## config.mk

```make
export PLATFORM = sky130hd
export DESIGN_NAME = rob_commit_flat
export DESIGN_NICKNAME = d
export VERILOG_FILES = /design/src/rtl/rob_commit_if.sv /design/src/rtl/rob_commit.sv /design/src/flat_wrapper.sv
export SDC_FILE = /design/constraint.sdc
export NUM_CORES = 1
export LEC_CHECK = 0
export CORE_UTILIZATION = 40
export CTS_CLUSTER_DIAMETER = 50
export DETAILED_ROUTE_END_ITERATION = 10
export GPL_ROUTABILITY_DRIVEN = 0
export GPL_TIMING_DRIVEN = 0
export PLACE_DENSITY = 0.58
export SETUP_SLACK_MARGIN = 0.2
export SLEW_MARGIN = 20
export SYNTH_ARGS = -nofsm -noshare
export SYNTH_HDL_FRONTEND = slang
export SYNTH_SLANG_ARGS = --single-unit
```

## constraint.sdc

```tcl
create_clock -name clk -period 14 [get_ports clk]
set_clock_uncertainty 0.2 [all_clocks]
set_input_delay 1.4 -clock clk [delete_from_list [all_inputs] [get_ports clk]]
set_output_delay 1.4 -clock clk [all_outputs]
set_load 0.01 [all_outputs]
```

## src/rtl/rob_commit_if.sv

```systemverilog
// Issue, CDB and commit signals of the in-order reorder buffer bundled as one port.
// The ROB side uses the slave modport; the issue stage / bench uses master.
interface rob_commit_if #(
    parameter int DEPTH  = 8,
    parameter int TAG_W  = 4,
    parameter int DATA_W = 64
);
    localparam int CNT_W = $clog2(DEPTH) + 1;

    logic              issue_valid;
    logic [TAG_W-1:0]  issue_tag;
    logic              issue_nodest;
    logic              cdb_valid;
    logic [TAG_W-1:0]  cdb_tag;
    logic [DATA_W-1:0] cdb_data;
    logic [TAG_W-1:0]  rob_id;
    logic [DATA_W-1:0] rob_data;
    logic              rob_full;
    logic              rob_empty;
    logic [CNT_W-1:0]  rob_count;

    modport master (
        output issue_valid, issue_tag, issue_nodest,
        output cdb_valid, cdb_tag, cdb_data,
        input  rob_id, rob_data, rob_full, rob_empty, rob_count
    );

    modport slave (
        input  issue_valid, issue_tag, issue_nodest,
        input  cdb_valid, cdb_tag, cdb_data,
        output rob_id, rob_data, rob_full, rob_empty, rob_count
    );
endinterface

```

## src/rtl/rob_commit.sv

```systemverilog
// In-order reorder buffer: allocates at issue, captures CDB results out of order, retires in order.
// Optional feature macro ROB_BYPASS_EN lets a CDB result for the head entry retire on the same edge.
module rob_commit #(
    parameter int DEPTH  = 8,
    parameter int TAG_W  = 4,
    parameter int DATA_W = 64
) (
    input logic        clk,
    input logic        rst,
    rob_commit_if.slave bus
);
    localparam int PTR_W = $clog2(DEPTH);
    localparam int CNT_W = PTR_W + 1;

    logic [DEPTH-1:0]  ent_valid;
    logic [DEPTH-1:0]  ent_ready;
    logic [DEPTH-1:0]  ent_nodest;
    logic [TAG_W-1:0]  ent_tag  [DEPTH];
    logic [DATA_W-1:0] ent_data [DEPTH];

    logic [PTR_W-1:0]  head;
    logic [PTR_W-1:0]  tail;
    logic [CNT_W-1:0]  count;

    logic [TAG_W-1:0]  rob_id_q;
    logic [DATA_W-1:0] rob_data_q;

    logic              full;
    logic              issue_fire;
    logic              cap_hit;
    logic [PTR_W-1:0]  cap_idx;
    logic              head_done;
    logic              bypass;
    logic              commit_fire;
    logic              capture_write;

    assign full       = (count == CNT_W'(DEPTH));
    assign issue_fire = bus.issue_valid && (bus.issue_tag != '0) && !full;

    // Tags are reused by the RS, so scan outward from head and take the oldest waiting match.
    // The slot being allocated this cycle is still invalid, so it can never match.
    always_comb begin
        logic [PTR_W-1:0] idx;
        cap_hit = 1'b0;
        cap_idx = '0;
        idx     = '0;
        for (int i = 0; i < DEPTH; i++) begin
            idx = head + PTR_W'(i);
            if (!cap_hit && bus.cdb_valid && (bus.cdb_tag != '0) &&
                ent_valid[idx] && !ent_ready[idx] && (ent_tag[idx] == bus.cdb_tag)) begin
                cap_hit = 1'b1;
                cap_idx = idx;
            end
        end
    end

    assign head_done = ent_valid[head] && ent_ready[head];

`ifdef ROB_BYPASS_EN
    assign bypass = ent_valid[head] && !ent_ready[head] && cap_hit && (cap_idx == head);
`else
    assign bypass = 1'b0;
`endif

    assign commit_fire   = head_done || bypass;
    assign capture_write = cap_hit && !bypass;

    // Issue only targets the tail when not full and commit only frees the head when not
    // empty, so the two never land on the same slot in one cycle.
    always_ff @(posedge clk or posedge rst) begin
        if (rst) begin
            ent_valid <= '0;
            ent_ready <= '0;
        end else begin
            if (commit_fire) begin
                ent_valid[head] <= 1'b0;
            end
            if (capture_write) begin
                ent_ready[cap_idx] <= 1'b1;
            end
            if (issue_fire) begin
                ent_valid[tail] <= 1'b1;
                ent_ready[tail] <= 1'b0;
            end
        end
    end

    always_ff @(posedge clk) begin
        if (issue_fire) begin
            ent_tag[tail]    <= bus.issue_tag;
            ent_nodest[tail] <= bus.issue_nodest;
        end
        if (capture_write) begin
            ent_data[cap_idx] <= bus.cdb_data;
        end
    end

    always_ff @(posedge clk or posedge rst) begin
        if (rst) begin
            head  <= '0;
            tail  <= '0;
            count <= '0;
        end else begin
            head  <= head + PTR_W'(commit_fire);
            tail  <= tail + PTR_W'(issue_fire);
            count <= count + CNT_W'(issue_fire) - CNT_W'(commit_fire);
        end
    end

    // rob_id is a one-cycle pulse per retirement; rob_data keeps the last retired value.
    always_ff @(posedge clk or posedge rst) begin
        if (rst) begin
            rob_id_q   <= '0;
            rob_data_q <= '0;
        end else if (commit_fire) begin
            rob_id_q   <= ent_nodest[head] ? '0 : ent_tag[head];
            rob_data_q <= bypass ? bus.cdb_data : ent_data[head];
        end else begin
            rob_id_q <= '0;
        end
    end

    assign bus.rob_id    = rob_id_q;
    assign bus.rob_data  = rob_data_q;
    assign bus.rob_full  = full;
    assign bus.rob_empty = (count == '0);
    assign bus.rob_count = count;
endmodule

```

## src/flat_wrapper.sv

```systemverilog
// flat-port wrapper written by rule: the top's interface ports become plain ports
module rob_commit_flat 
#(
    parameter int DEPTH  = 8,
    parameter int TAG_W  = 4,
    parameter int DATA_W = 64
)
  (clk, rst, bus_issue_valid, bus_issue_tag, bus_issue_nodest, bus_cdb_valid, bus_cdb_tag, bus_cdb_data, bus_rob_id, bus_rob_data, bus_rob_full, bus_rob_empty, bus_rob_count);
  rob_commit_if #(.DEPTH(DEPTH), .TAG_W(TAG_W), .DATA_W(DATA_W)) bus_i ();
  input logic clk;
  input logic rst;
  input wire logic [$bits(bus_i.issue_valid)-1:0] bus_issue_valid;
  input wire logic [$bits(bus_i.issue_tag)-1:0] bus_issue_tag;
  input wire logic [$bits(bus_i.issue_nodest)-1:0] bus_issue_nodest;
  input wire logic [$bits(bus_i.cdb_valid)-1:0] bus_cdb_valid;
  input wire logic [$bits(bus_i.cdb_tag)-1:0] bus_cdb_tag;
  input wire logic [$bits(bus_i.cdb_data)-1:0] bus_cdb_data;
  output wire logic [$bits(bus_i.rob_id)-1:0] bus_rob_id;
  output wire logic [$bits(bus_i.rob_data)-1:0] bus_rob_data;
  output wire logic [$bits(bus_i.rob_full)-1:0] bus_rob_full;
  output wire logic [$bits(bus_i.rob_empty)-1:0] bus_rob_empty;
  output wire logic [$bits(bus_i.rob_count)-1:0] bus_rob_count;
  assign bus_i.issue_valid = bus_issue_valid;
  assign bus_i.issue_tag = bus_issue_tag;
  assign bus_i.issue_nodest = bus_issue_nodest;
  assign bus_i.cdb_valid = bus_cdb_valid;
  assign bus_i.cdb_tag = bus_cdb_tag;
  assign bus_i.cdb_data = bus_cdb_data;
  assign bus_rob_id = bus_i.rob_id;
  assign bus_rob_data = bus_i.rob_data;
  assign bus_rob_full = bus_i.rob_full;
  assign bus_rob_empty = bus_i.rob_empty;
  assign bus_rob_count = bus_i.rob_count;
  rob_commit #(.DEPTH(DEPTH), .TAG_W(TAG_W), .DATA_W(DATA_W)) u_core (.clk(clk), .rst(rst), .bus(bus_i));
endmodule
```

* After elaboration in Yosys (flattened, before gate mapping)
Memory sizes are Yosys's and may differ from the RTL's. A register that Yosys moved wholly into a read port is not among the register bits.
Index checks and enable logic that the tools add are counted.
** Word-level totals
- Bits in latches :: 0
- Memory bits (read-only) :: 0
- Memory bits (writable) :: 544
- Bits in registers :: 38
- Input bits :: 77
- Word-level logic and storage cells :: 179
- Memories kept :: 2
** Operators by class
- Magnitude comparators :: 13
- Reductions and logical operators :: 64
- Equal/unequal tests :: 9
- Add/sub/neg operators :: 11
- Shifts and indexed selects :: 0
- $mul :: 0
- Bitwise gates (word level) :: 6
- Muxes and demuxes :: 67
- Divide/modulo/power cells :: 0
** Memories
- u_core.ent_data :: words 8, bits a word 64, read ports 1, clocked after Yosys merged registers in 1, wr ports 1, line rob_commit.sv:19 : logic [DATA_W-1:0] ent_data [DEPTH];
- u_core.ent_tag :: words 8, bits a word 4, read ports 8, clocked after Yosys merged registers in 0, wr ports 1, line rob_commit.sv:18 : logic [TAG_W-1:0] ent_tag [DEPTH];
** Operators by type and width (number)
- $bmux 1 s3 :: 17
- $logic_and 1x1->1 :: 45
- $lt 3x4->1 const B :: 10
- $eq 4x4->1 :: 8
- $mux 1 :: 32
- $mux 8 :: 4
- $mux 3 :: 8
- $and 8x8->8 :: 2
- $logic_not 1->1 :: 16
- $not 8->8 :: 2
- $or 8x8->8 :: 2
- $add 3x3->3 const B :: 4
- $demux 1 s3 :: 3
- $ge 3x1->1 const B :: 3
- $bwmux 8 :: 1
- $mux 4 :: 2
- $reduce_bool 4->1 :: 2
- $add 3x1->3 :: 2
- $add 3x2->3 const B :: 2
- $add 4x1->4 :: 1
- $eq 4x4->1 const B :: 1
- $logic_not 4->1 :: 1
- $sub 4x1->4 :: 1
- $add 3x1->3 const B :: 1

* Longest topological paths before layout
- Depth after elaboration :: 63
- Gate-level depth with buffers :: 20
- Mapped depth without buffers :: 12

* Worst setup path after synthesis
OpenSTA, ideal clock, no wires.
- Kind :: register to register
- Start :: register u_core.head[1]
- End :: memory u_core.ent_data[5][0], enable pin
- Stages on the path, launching flop included :: 18
- Period minus slack after synthesis :: 8.195 ns
- Library setup time :: 0.524 ns
- Path slack :: 5.805 ns
- Buffers on the path :: 7
- Data arrival time :: 7.471 ns
- Path through :: dfrtp_1 > buf_6 > buf_6 > buf_6 > buf_6 > inv_1 > clkbuf_1 > ha_1 > buf_4 > buf_4 > mux2i_1 > mux4_2 > xnor2_2 > o22ai_2 > nor4_2 > nor2_1 > o32a_2 > nor4_2
** Between the ends
- Cells in the longest elaborated chain, start to end :: 57
- Elaborated cells between the ends (all ways) :: 119
** RTL lines
- start: declaration :: line rob_commit.sv:21 : logic [PTR_W-1:0] head;
- start signal: assignment :: line rob_commit.sv:104 : head <= head + PTR_W'(commit_fire);
- branches (longest 57 deep; another with $mem_v2 8x4)
- end: declaration :: line rob_commit.sv:19
Parallel ways; which one is timed is not known. The select of a mux whose other input is x is not followed.

* Worst setup path in the final report
- Start :: register u_core.head[1]
- End :: memory u_core.ent_data[6][60], enable pin
The elaborated chain is that of the path after synthesis.

==> out/qor.yml <==
cts:
  cts_resized: 0
  cts.clk_slew.worst_paths_ns: 0.06
  clk_latency_ns: 0.61
  cts_hold_buf: 0
  root_buffer: "clkbuf_16"
  postCtsSetupBuffers: 0
  numCtsBuffers: 72
  htree_levels: 3
  clock-sinks: 646
  clockBufferDepth: 3
  cts_tree: "built"
die:
  rows: 95
  io_pins: 151
  fp.dieH_um: 262
  die_w_um: 262
  core-area_um2: 67000
  die_area_um2: 68800
  start_util_pct: 40.4
timing:
  drv_slew: 0
  hold_violations: 0
  slew_headroom_pct: 29.7
  setup_viol: 0
  tns_ns: 0
  min_period_ns: 6.95
  fmax_mhz: 144
  period_share_pct: 49.7
  worstMarginPinSlew_ns: 1.04
  rsz0062_at_grt: "false"
  setup_ws_ns: 7.05
finish:
  area_delta_synth_final_pct: 20.2
  nets: 1862
  drive_above_1_share_pct: 20.9
  final_common_cell: "edfxtp_1"
  most-common-layout-cells: "552 x edfxtp_1, 166 x mux4_2, 158 x nand2_1"
grt:
  track_usage_pct: 19.7
  grt_pass1_wl_mm: 100
  overflow: 0
  antenna_found_initial: 6
  grt_pass1_vias: 15500
  grt_max_degree: 55
routing:
  drt-vias-per-instance: 5.52
  via_count: 14900
  drc: 0
  postRouteAntennaNets: 0
  drt-pass1-iter-count: 5
  wl_per_cell_um: 24.9
  drtIter0Drc: 1261
  routed_wl_mm: 67.2
synth:
  synth_edf_count: 552
  ys.flop_type: "edfxtp_1"
  syn-num-nets: 1601
  postSynthCellCount: 1507
  synth-seq-cells: 646
  avgSynthCellArea_um2: 18.0
  netlist_top_cells_area: "edfxtp_1 61%, mux4_2 14%, dfrtp_1 8.7%"
  yosys_warnings: 0
  ys_types: 76
  yosysTopAreaCell: "edfxtp_1"
  synth_top_area_share_pct: 61.2
  synthesis.area_um2: 27100
  synthArstFlopShare_pct: 14.6
  yosysSeqAreaShare_pct: 69.9
run_status:
  status: "completed"
power_and_ir_drop:
  power.total_mw: 8.21
  ir_drop_mv: 0.141
  p_leak_nw: 11.0
  power.density_nw_per_um2: 252
setup_path:
  end_kind: "flip-flop"
  worst-path-max-fanout: 19
  critPathArrivalTime_ns: 7.07
  worst_setup_path_start_kind: "flip-flop"
  worstPathRequired_ns: 14.12
  path_class: "flip-flop to flip-flop"
place:
  place_ws_ns: 7.00
  port_buffers: 147
  dp_hpwl_mm: 44.6
run:
  maxCapViolations: 0
min_path:
  hold_class: "flip-flop to flip-flop"
==> sequential cells by signal, indices dropped and copies added (netlist names) <==
signal,count
u_core.bus.rob_id,4
u_core.ent_valid,8
u_core.bus.rob_count,4
u_core.tail,3
u_core.ent_nodest,8
u_core.ent_data,512
u_core.ent_ready,8
u_core.head,3
u_core.bus.rob_data,64
u_core.ent_tag,32
==> cell usage after synthesis (3+ instances only) <==
cell type / instances
o21a_1: 6
ha_1: 16
buf_4: 5
buf_2: 8
nand3_1: 15
a21oi_1: 12
a21o_1: 8
nor3b_1: 4
mux4_1: 5
o22ai_1: 9
nand2b_1: 6
or3_1: 3
a31oi_1: 65
dfrtp_1: 94
buf_6: 9
xor2_1: 16
nor4_2: 3
or2_1: 3
buf_1: 20
clkbuf_1: 40
inv_1: 20
o211ai_1: 3
o21ai_0: 5
xnor2_1: 17
a22oi_1: 3
nor4_4: 3
nand2_1: 158
and3_1: 5
or4_1: 3
mux4_2: 166
or2_2: 3
nor3_1: 10
mux2_2: 11
mux2i_1: 53
and2_1: 3
nor2_1: 86
edfxtp_1: 552
nor2b_1: 7
==> cell families (layout without fill, tap and decap cells) <==
kind of cell    count (synthesis)  in the layout  synth area share, %
buf+inv                       106            425                 1.99
xor+xnor                       36             36                 1.29
fa+ha+maj                      17             17                0.813
other cells                     0              1                    0
flops                         646            646                 69.9
simple gates                  323            323                 5.49
compound gates                141            141                 3.71
mux                           238            238                 16.8
==> final cells by class <==
type,instances,area (um2)
diodes,1,2.50
fillers,5665,34500
plain buffers,85,460
flip-flops and latches,646,18900
clock buffers,103,1980
inverters,21,93.8
well taps,873,1090
clock inverters,29,302
multi-input cells,755,7670
repair buffers,187,2040
==> path summary, 6_finish.rpt <==
kind                                     startpoint                      end  slack [ns]  cells after the start
worst max-delay path                 u_core.head[1]   u_core.ent_data[6][60]        7.05                     20
worst min-delay path            u_core.ent_valid[4]      u_core.ent_valid[4]        0.30                      1
worst max register to register       u_core.head[1]   u_core.ent_data[6][60]        7.05                     20
worst min register to register  u_core.ent_valid[4]      u_core.ent_valid[4]        0.30                      1
max in group asynchronous                       rst  u_core.bus.rob_count[1]       11.89                      3
min in group asynchronous                       rst     u_core.bus.rob_id[3]        1.00                      2
==> where the power goes <==
group          leakage [nW]  internal, mW  switching (mW)  total (mW)
clock network          1.11          1.05           0.763        1.82
registers              6.07          2.71           0.206        2.92
logic                  3.85          1.52            1.96        3.47
==> layer usage <==
layer | share of wire [%] | vias up | track usage (%)
met5 | 0.10 | - | 0
met4 | 1.9 | 12 | 5.61
met3 | 6.3 | 90 | 4.45
met2 | 50 | 417 | 32.9
met1 | 42 | 7834 | 25.7
li1 | - | 6545 | -
==> stage by stage <==
step           cell area [um2]  util [%]  instances  hold slack, ns
2_1_floorplan            27100         -       1507           0.251
3_3_place_gp             29700      44.2       2527           0.282
3_5_place_dp             30300      45.2       2567           0.288
4_1_cts                  32600      48.6       2699           0.299
5_1_grt                  32600      48.6       2699           0.336
6_report                 32600      48.6       2700           0.303
==> critical path, stage by stage (launching register included) <==
cell and delay (ns):
dfrtp_1 0.44, buf_6 0.16, buf_6 0.14, buf_6 0.16, buf_6 0.17, inv_1 0.16, clkbuf_1 0.62, ha_1 0.25
buf_2 0.20, buf_4 0.26, buf_2 0.35, mux4_1 0.69, nor4_2 0.40, and3_1 0.28, and3_1 0.19, a221oi_2 0.05
o211ai_1 0.58, nand2_1 0.23, nor2_4 0.59, buf_12 0.27, buf_12 0.20
Note: power is estimated with default switching activity, not from simulation.
